File: src/rtl/dds_sweep_controller_pkg.sv
// Shared DDS definitions: phase ROM geometry, derived tuning-word width and
// sweep controller state encoding.
package dds_sweep_controller_pkg;

  localparam int ROM_PHASE_BIT     = 12;
  localparam int ROM_PHASE_MAX_VAL = (1 << ROM_PHASE_BIT) - 1;
  localparam int SWEEP_M_W         = ROM_PHASE_BIT - 1;

  typedef enum logic [1:0] {
    ST_IDLE = 2'd0,
    ST_RUN  = 2'd1,
    ST_HOLD = 2'd2
  } sweep_state_e;

endpackage

File: src/rtl/dds_sweep_controller_dwell_counter.sv
// Dwell counter: synchronous load / decrement with zero flag, resets to 0.
module dwell_counter #(
  parameter int DWELL_W = 16
) (
  input  logic               clk,
  input  logic               rst,
  input  logic               load,
  input  logic               dec,
  input  logic [DWELL_W-1:0] load_val,
  output logic               zero
);

  logic [DWELL_W-1:0] cnt;

  // load has priority; decrement saturates at zero
  always_ff @(posedge clk) begin
    if (rst)                  cnt <= '0;
    else if (load)            cnt <= load_val;
    else if (dec && cnt != 0) cnt <= cnt - 1'b1;
  end

  assign zero = (cnt == '0);

endmodule

File: src/rtl/dds_sweep_controller.sv
// DDS tuning-word sweep sequencer (start/stop/step/dwell, single or
// continuous, constant-tone hold, abort).
// Optional: define DDS_SWEEP_TRIANGLE_EN to add cfg_tri (up/down sweep).
module dds_sweep_controller
  import dds_sweep_controller_pkg::*;
#(
  parameter int M_W     = SWEEP_M_W,
  parameter int DWELL_W = 16
) (
  input  logic               clk,
  input  logic               rst,
  input  logic               cfg_valid,
  output logic               cfg_ready,
  input  logic [M_W-1:0]     cfg_start,
  input  logic [M_W-1:0]     cfg_stop,
  input  logic [M_W-1:0]     cfg_step,
  input  logic [DWELL_W-1:0] cfg_dwell,
  input  logic               cfg_cont,
`ifdef DDS_SWEEP_TRIANGLE_EN
  input  logic               cfg_tri,
`endif
  input  logic               abort,
  output logic [M_W-1:0]     M,
  output logic               acc_rst,
  output logic               busy,
  output logic               done
);

  typedef struct packed {
    logic [M_W-1:0]     start;
    logic [M_W-1:0]     stop;
    logic [M_W-1:0]     step;
    logic [DWELL_W-1:0] dwell;
    logic               cont;
`ifdef DDS_SWEEP_TRIANGLE_EN
    logic               tri_mode;
`endif
  } cfg_t;

  sweep_state_e       state_q, state_d;
  cfg_t               cfg_q, cfg_in;
  logic               accept, run_sweep;
  logic               cnt_zero, cnt_load, cnt_dec;
  logic [DWELL_W-1:0] cnt_val;
  logic [M_W:0]       nxt_up;
  logic               ok_up, fin;
  logic [M_W-1:0]     m_d;
  logic               acc_rst_d, done_d;

  assign accept    = cfg_valid && (state_q == ST_IDLE);
  // a sweep needs a non-zero step and a non-empty range; otherwise hold a tone
  assign run_sweep = (cfg_step != '0) && (cfg_start <= cfg_stop);

  always_comb begin
    cfg_in       = '0;
    cfg_in.start = cfg_start;
    cfg_in.stop  = cfg_stop;
    cfg_in.step  = cfg_step;
    cfg_in.dwell = cfg_dwell;
    cfg_in.cont  = cfg_cont;
`ifdef DDS_SWEEP_TRIANGLE_EN
    cfg_in.tri_mode = cfg_tri;
`endif
  end

  // carry kept in bit M_W so an overflowing step ends the sweep, never wraps
  assign nxt_up = {1'b0, M} + {1'b0, cfg_q.step};
  assign ok_up  = !nxt_up[M_W] && (nxt_up[M_W-1:0] <= cfg_q.stop);

`ifdef DDS_SWEEP_TRIANGLE_EN
  logic         dir_dn_q, dir_dn_d;
  logic [M_W:0] nxt_dn;
  logic         ok_dn;
  assign nxt_dn = {1'b0, M} - {1'b0, cfg_q.step};
  assign ok_dn  = !nxt_dn[M_W] && (nxt_dn[M_W-1:0] >= cfg_q.start);
  // single triangle finishes at the bottom (or at a top it cannot descend from)
  assign fin = !cfg_q.cont &&
               ((cfg_q.tri_mode && dir_dn_q) ? !ok_dn
                                             : (!ok_up && !(cfg_q.tri_mode && ok_dn)));
`else
  assign fin = !cfg_q.cont && !ok_up;
`endif

  dwell_counter #(.DWELL_W(DWELL_W)) u_dwell (
    .clk      (clk),
    .rst      (rst),
    .load     (cnt_load),
    .dec      (cnt_dec),
    .load_val (cnt_val),
    .zero     (cnt_zero)
  );

  // state register and config latch
  always_ff @(posedge clk) begin
    if (rst) begin
      state_q <= ST_IDLE;
      cfg_q   <= '0;
    end else begin
      state_q <= state_d;
      if (accept) cfg_q <= cfg_in;
    end
  end

  // next-state: abort beats dwell/step, single sweep end returns to IDLE
  always_comb begin
    state_d = state_q;
    case (state_q)
      ST_IDLE: if (cfg_valid) state_d = run_sweep ? ST_RUN : ST_HOLD;
      ST_RUN:  if (abort || (cnt_zero && fin)) state_d = ST_IDLE;
      ST_HOLD: if (abort) state_d = ST_IDLE;
      default: state_d = ST_IDLE;
    endcase
  end

  // output/datapath next values
  always_comb begin
    m_d       = M;
    acc_rst_d = 1'b0;
    done_d    = 1'b0;
    cnt_load  = 1'b0;
    cnt_dec   = 1'b0;
    cnt_val   = cfg_q.dwell;
`ifdef DDS_SWEEP_TRIANGLE_EN
    dir_dn_d  = dir_dn_q;
`endif
    case (state_q)
      ST_IDLE: begin
        if (cfg_valid) begin
          m_d       = cfg_start;
          acc_rst_d = 1'b1;
          cnt_load  = 1'b1;
          cnt_val   = cfg_dwell;
`ifdef DDS_SWEEP_TRIANGLE_EN
          dir_dn_d  = 1'b0;
`endif
        end
      end
      ST_RUN: begin
        if (abort) begin
          m_d = '0;
`ifdef DDS_SWEEP_TRIANGLE_EN
          dir_dn_d = 1'b0;
`endif
        end else if (!cnt_zero) begin
          cnt_dec = 1'b1;
        end else begin
          cnt_load = 1'b1;
          done_d   = fin;
`ifdef DDS_SWEEP_TRIANGLE_EN
          if (cfg_q.tri_mode && dir_dn_q) begin
            if (ok_dn) m_d = nxt_dn[M_W-1:0];
            else if (cfg_q.cont) begin
              dir_dn_d = 1'b0;
              if (ok_up) m_d = nxt_up[M_W-1:0];
            end
          end else if (ok_up) begin
            m_d = nxt_up[M_W-1:0];
          end else if (cfg_q.tri_mode && ok_dn) begin
            m_d      = nxt_dn[M_W-1:0];
            dir_dn_d = 1'b1;
          end else if (cfg_q.cont) begin
            m_d = cfg_q.start;
          end
`else
          if (ok_up)           m_d = nxt_up[M_W-1:0];
          else if (cfg_q.cont) m_d = cfg_q.start;
`endif
        end
      end
      ST_HOLD: begin
        if (abort) m_d = '0;
`ifdef DDS_SWEEP_TRIANGLE_EN
        if (abort) dir_dn_d = 1'b0;
`endif
      end
      default: m_d = '0;
    endcase
  end

  // registered outputs
  always_ff @(posedge clk) begin
    if (rst) begin
      M         <= '0;
      acc_rst   <= 1'b0;
      busy      <= 1'b0;
      done      <= 1'b0;
      cfg_ready <= 1'b1;
    end else begin
      M         <= m_d;
      acc_rst   <= acc_rst_d;
      busy      <= (state_d != ST_IDLE);
      done      <= done_d;
      cfg_ready <= (state_d == ST_IDLE);
    end
  end

`ifdef DDS_SWEEP_TRIANGLE_EN
  // sweep direction, up after reset
  always_ff @(posedge clk) begin
    if (rst) dir_dn_q <= 1'b0;
    else     dir_dn_q <= dir_dn_d;
  end
`endif

endmodule
File: config.mk
export PLATFORM = sky130hd
export DESIGN_NAME = dds_sweep_controller
export DESIGN_NICKNAME = d
export VERILOG_FILES = /design/src/rtl/dds_sweep_controller_pkg.sv /design/src/rtl/dds_sweep_controller_dwell_counter.sv /design/src/rtl/dds_sweep_controller.sv
export SDC_FILE = /design/constraint.sdc
export NUM_CORES = 1
export LEC_CHECK = 0
export BUFFER_PORTS_ARGS = -buffer_cell sky130_fd_sc_hd__buf_2
export CAP_MARGIN = 10
export CORE_UTILIZATION = 64
export CTS_BUF_LIST = sky130_fd_sc_hd__clkbuf_2 sky130_fd_sc_hd__clkbuf_4 sky130_fd_sc_hd__clkbuf_8
export DETAILED_ROUTE_END_ITERATION = 16
export PLACE_DENSITY = 0.88
export SETUP_SLACK_MARGIN = 0.02
export SYNTH_ARGS = -nofsm -noshare
export SYNTH_HDL_FRONTEND = slang
export SYNTH_SLANG_ARGS = --single-unit
export TNS_END_PERCENT = 20
File: constraint.sdc
create_clock -name clk -period 9.4 [get_ports clk]
set_input_delay 0.47 -clock clk [delete_from_list [all_inputs] [get_ports clk]]
set_output_delay 0.47 -clock clk [all_outputs]
set_load 0.005 [all_outputs]
==> run summary <==
Total Routing Usage GR: 31.67%
Antenna viol nets, final: 0
Die area: 7677 µm²
Clk_skew: 0.004688 ns
Post-Syn Nets: 692
Top cell type's share of synthesized area: 35.41%
Antenna cells: 0
CTS resizes: 0
Hold_sp: cfg_cont
Final setup viols: 0
R2r worst-path depth: 18
Die Span Y: 87.62 µm
Clock transition at path regs: 0.08 ns
Cell accounting for the most synthesized area: dfxtp_1
Arr. time, crit path: 4.58 ns
First-pass GRT wire length: 18.93 mm
Worst reg2reg path endpoint: M[8]$_SDFFE_PP0P_
Setup crit end kind: flop
Routed length per placed instance: 15.44 µm
CP startpoint kind: flop
Ys flop type: dfxtp_1
Critical path fanouts, max: 22
Number of max-slew violations in the final report: 0
Gr ovfl total: 0
Power per cell area: 193.9 nW/µm²
Crit path time final: 4.296 ns
Area delta synth->final: 12.05%
Worst reg2reg path startpoint: M[0]$_SDFFE_PP0P_
Fin worst setup slack: 5.104 ns
Register area share after synthesis: 35.41%
Initial antenna violation count: 0
IO buf count: 68
Hold Crit Depth: 3
Syn Std Cell Area: 4692 µm²
Worst-Margin Slew: 1.150 ns
Reg2reg setup slack: 5.10 ns
Outcome: finished clean
Clk_lat worst skew: 0.36 ns
Fmax: 232.8 MHz
DR pass1 iterations: 5
Max-cap check violation count: 0
Post-CTS Repair Setup Buffers: 0
Vias/cell: 5.975
Distinct cells, synth: 51
RSZ-0062 raised after global routing: no
IO Count: 69
Fraction of layout cells with a size suffix above 1: 15.91%
H-Tree Depth: 3
TritonCTS clock tree: done
Largest net degree at the start of global routing: 73
#FFs+latches synth: 83
Hold Violations, Final: 0
Area contributors post-synth: dfxtp_1 35%, nand2_1 9.6%, ha_1 9.3%
Gate Count Post-Synth: 602
Yosys warns: 0
NumNets Final: 746
Core Region: 6944 µm²
Mean Syn Cell Area: 7.794 µm²
Worst Hold Class: input port to flop
WP data required: 9.68 ns
DR vias: 4517
Number of core rows: 30
Setup tns final: 0 ns
Total chip power: 1019 µW
Max Root-Sink Buffers: 2
Num Clock Sinks: 83
Initial Util: 67.57%
Pre-CTS setup slack: 5.199 ns
Die span in x: 87.62 µm
Starting DRT DRC Count: 245
VDD IR-drop max: 0.1413 mV
Vias in the first global route: 4292
WS Path Type: flop to flop
Final Cycle Share: 45.70%
Number of synthesized flops with an enable pin: 0
DP HPWL: 8.608 mm
Static Leak: 0.002264 µW
Hold-fix buffers at CTS: 0
CTS root buf: clkbuf_8
Drt drc: 0
Worst slew margin: 22.76%
GPL Wtd Cong: 0.8828
Cts bufs inserted: 9
Async SR Flop Fraction: 0%
Worst Hold Endpoint: cfg_q[0]$_SDFFE_PP0P_
Final wirelength: 11.67 mm
==> logic make-up (layout without fill, tap and decap cells) <==
group | Yosys count | after routing | share of synthesized area (%)
xor gates and xnor gates | 9 | 9 | 1.680
and+or+nand+nor | 230 | 230 | 21.87
adders and majority gates | 36 | 36 | 9.760
buffers and inverters | 66 | 124 | 5.573
AOI/OAI and AO/OA | 159 | 159 | 21.63
DFF | 83 | 83 | 35.41
muxes | 19 | 19 | 4.080
==> worst max-delay path, cell delays in order (launching register included) <==
cell	delay [ns]
dfxtp_1	0.38
ha_1	0.18
inv_1	0.06
fa_1	0.40
nor2b_1	0.16
o31a_1	0.19
o31a_1	0.20
mux2i_1	0.09
nor2_1	0.17
inv_1	0.06
ha_1	0.29
nand4_1	0.15
nor2_1	0.07
a211oi_1	0.26
o221ai_1	0.16
buf_4	0.23
a21bo_2	0.38
or3_1	0.57
o221ai_2	0.23
==> cell type report <==
class                   count  area, µm²
inverters                  36      135.1
flip-flops and latches     83       1662
repair buffers             73      377.9
clock buffers              10      131.4
well taps                  96      120.1
clock inverters             5      55.05
fillers                   538       1687
multi-input cells         453       2776
==> cells in the final DEF (no fill, tap or decap), types with 2 or more instances in the layout <==
cell,count
a211o_1,2
buf_2,68
a211oi_1,5
o21a_1,4
o221ai_2,8
ha_1,35
nand4_1,5
buf_4,5
xnor2_1,8
nor2_1,39
inv_1,36
nand2b_1,3
o21ai_0,32
a31oi_1,2
o2111ai_1,4
a21bo_2,2
a32o_1,3
nor2b_1,8
mux2i_1,18
nor4_1,10
o31a_1,3
nor3_1,12
clkinvlp_4,2
nand3b_1,2
a21o_1,4
clkinv_2,2
nand2_1,120
a32oi_1,5
a21oi_1,77
or3_1,3
nand3_1,19
clkbuf_8,9
dfxtp_1,83
==> synth_stat cells (2+ instances only) <==
master	count
buf_1	2
a21oi_1	77
buf_2	5
a211oi_1	5
mux2i_1	18
nand3_1	19
o221ai_2	8
a21bo_2	2
nor3_1	12
o2111ai_1	4
nand4_1	5
a32o_1	3
dfxtp_1	83
nand2_1	120
a21o_1	4
a211o_1	2
nor2_1	40
o21a_1	4
ha_1	35
nor2b_1	8
clkbuf_1	22
or3_1	3
nand3b_1	2
xnor2_1	8
inv_1	36
nand2b_1	3
o31a_1	3
a31oi_1	2
a32oi_1	5
o21ai_0	32
nor4_1	10
==> flip-flops by register name, summed over array words and instances, names as in the netlist <==
register,flops
cfg_q,50
u_dwell.cnt,16
M,11
state_q,2
acc_rst,1
busy,1
cfg_ready,1
done,1
==> worst max path at each step <==
stage	from	end	slack, ns
floorplan	M[0]$_SDFFE_PP0P_	M[8]$_SDFFE_PP0P_	5.87
global placement	M[0]$_SDFFE_PP0P_	M[8]$_SDFFE_PP0P_	5.40
detailed placement	M[0]$_SDFFE_PP0P_	M[8]$_SDFFE_PP0P_	5.20
CTS	M[0]$_SDFFE_PP0P_	M[8]$_SDFFE_PP0P_	5.15
global route	M[0]$_SDFFE_PP0P_	M[8]$_SDFFE_PP0P_	4.76
finish	M[0]$_SDFFE_PP0P_	M[8]$_SDFFE_PP0P_	5.10
==> metrics by stage <==
step	cell area (µm²)	std cells	utilization, %	hold slack (ns)
2_1_floorplan	4692	602	-	0.4329
3_5_place_dp	5071	741	73.03	0.4467
3_3_place_gp	5071	741	73.03	0.4394
4_1_cts	5258	756	75.71	0.3444
6_report	5258	756	75.71	0.3461
5_1_grt	5258	756	75.71	0.3650
==> per-layer routing <==
layer	vias to the layer above	routed length (µm)	global-route usage, %
met2	153	5990	57.17
met1	2093	4720	34.74
met5	-	0	0
met3	45	485	5.090
li1	2226	-	-
met4	0	473	19.67
==> report_power, final <==
group / total, µW / internal, µW / switching [µW]
Clock: 250 / 123 / 126
Combinational: 353 / 140 / 213
Sequential: 416 / 387 / 29.5
Total: 1020 / 651 / 369
No activity file was read; power rests on OpenSTA's default activity.
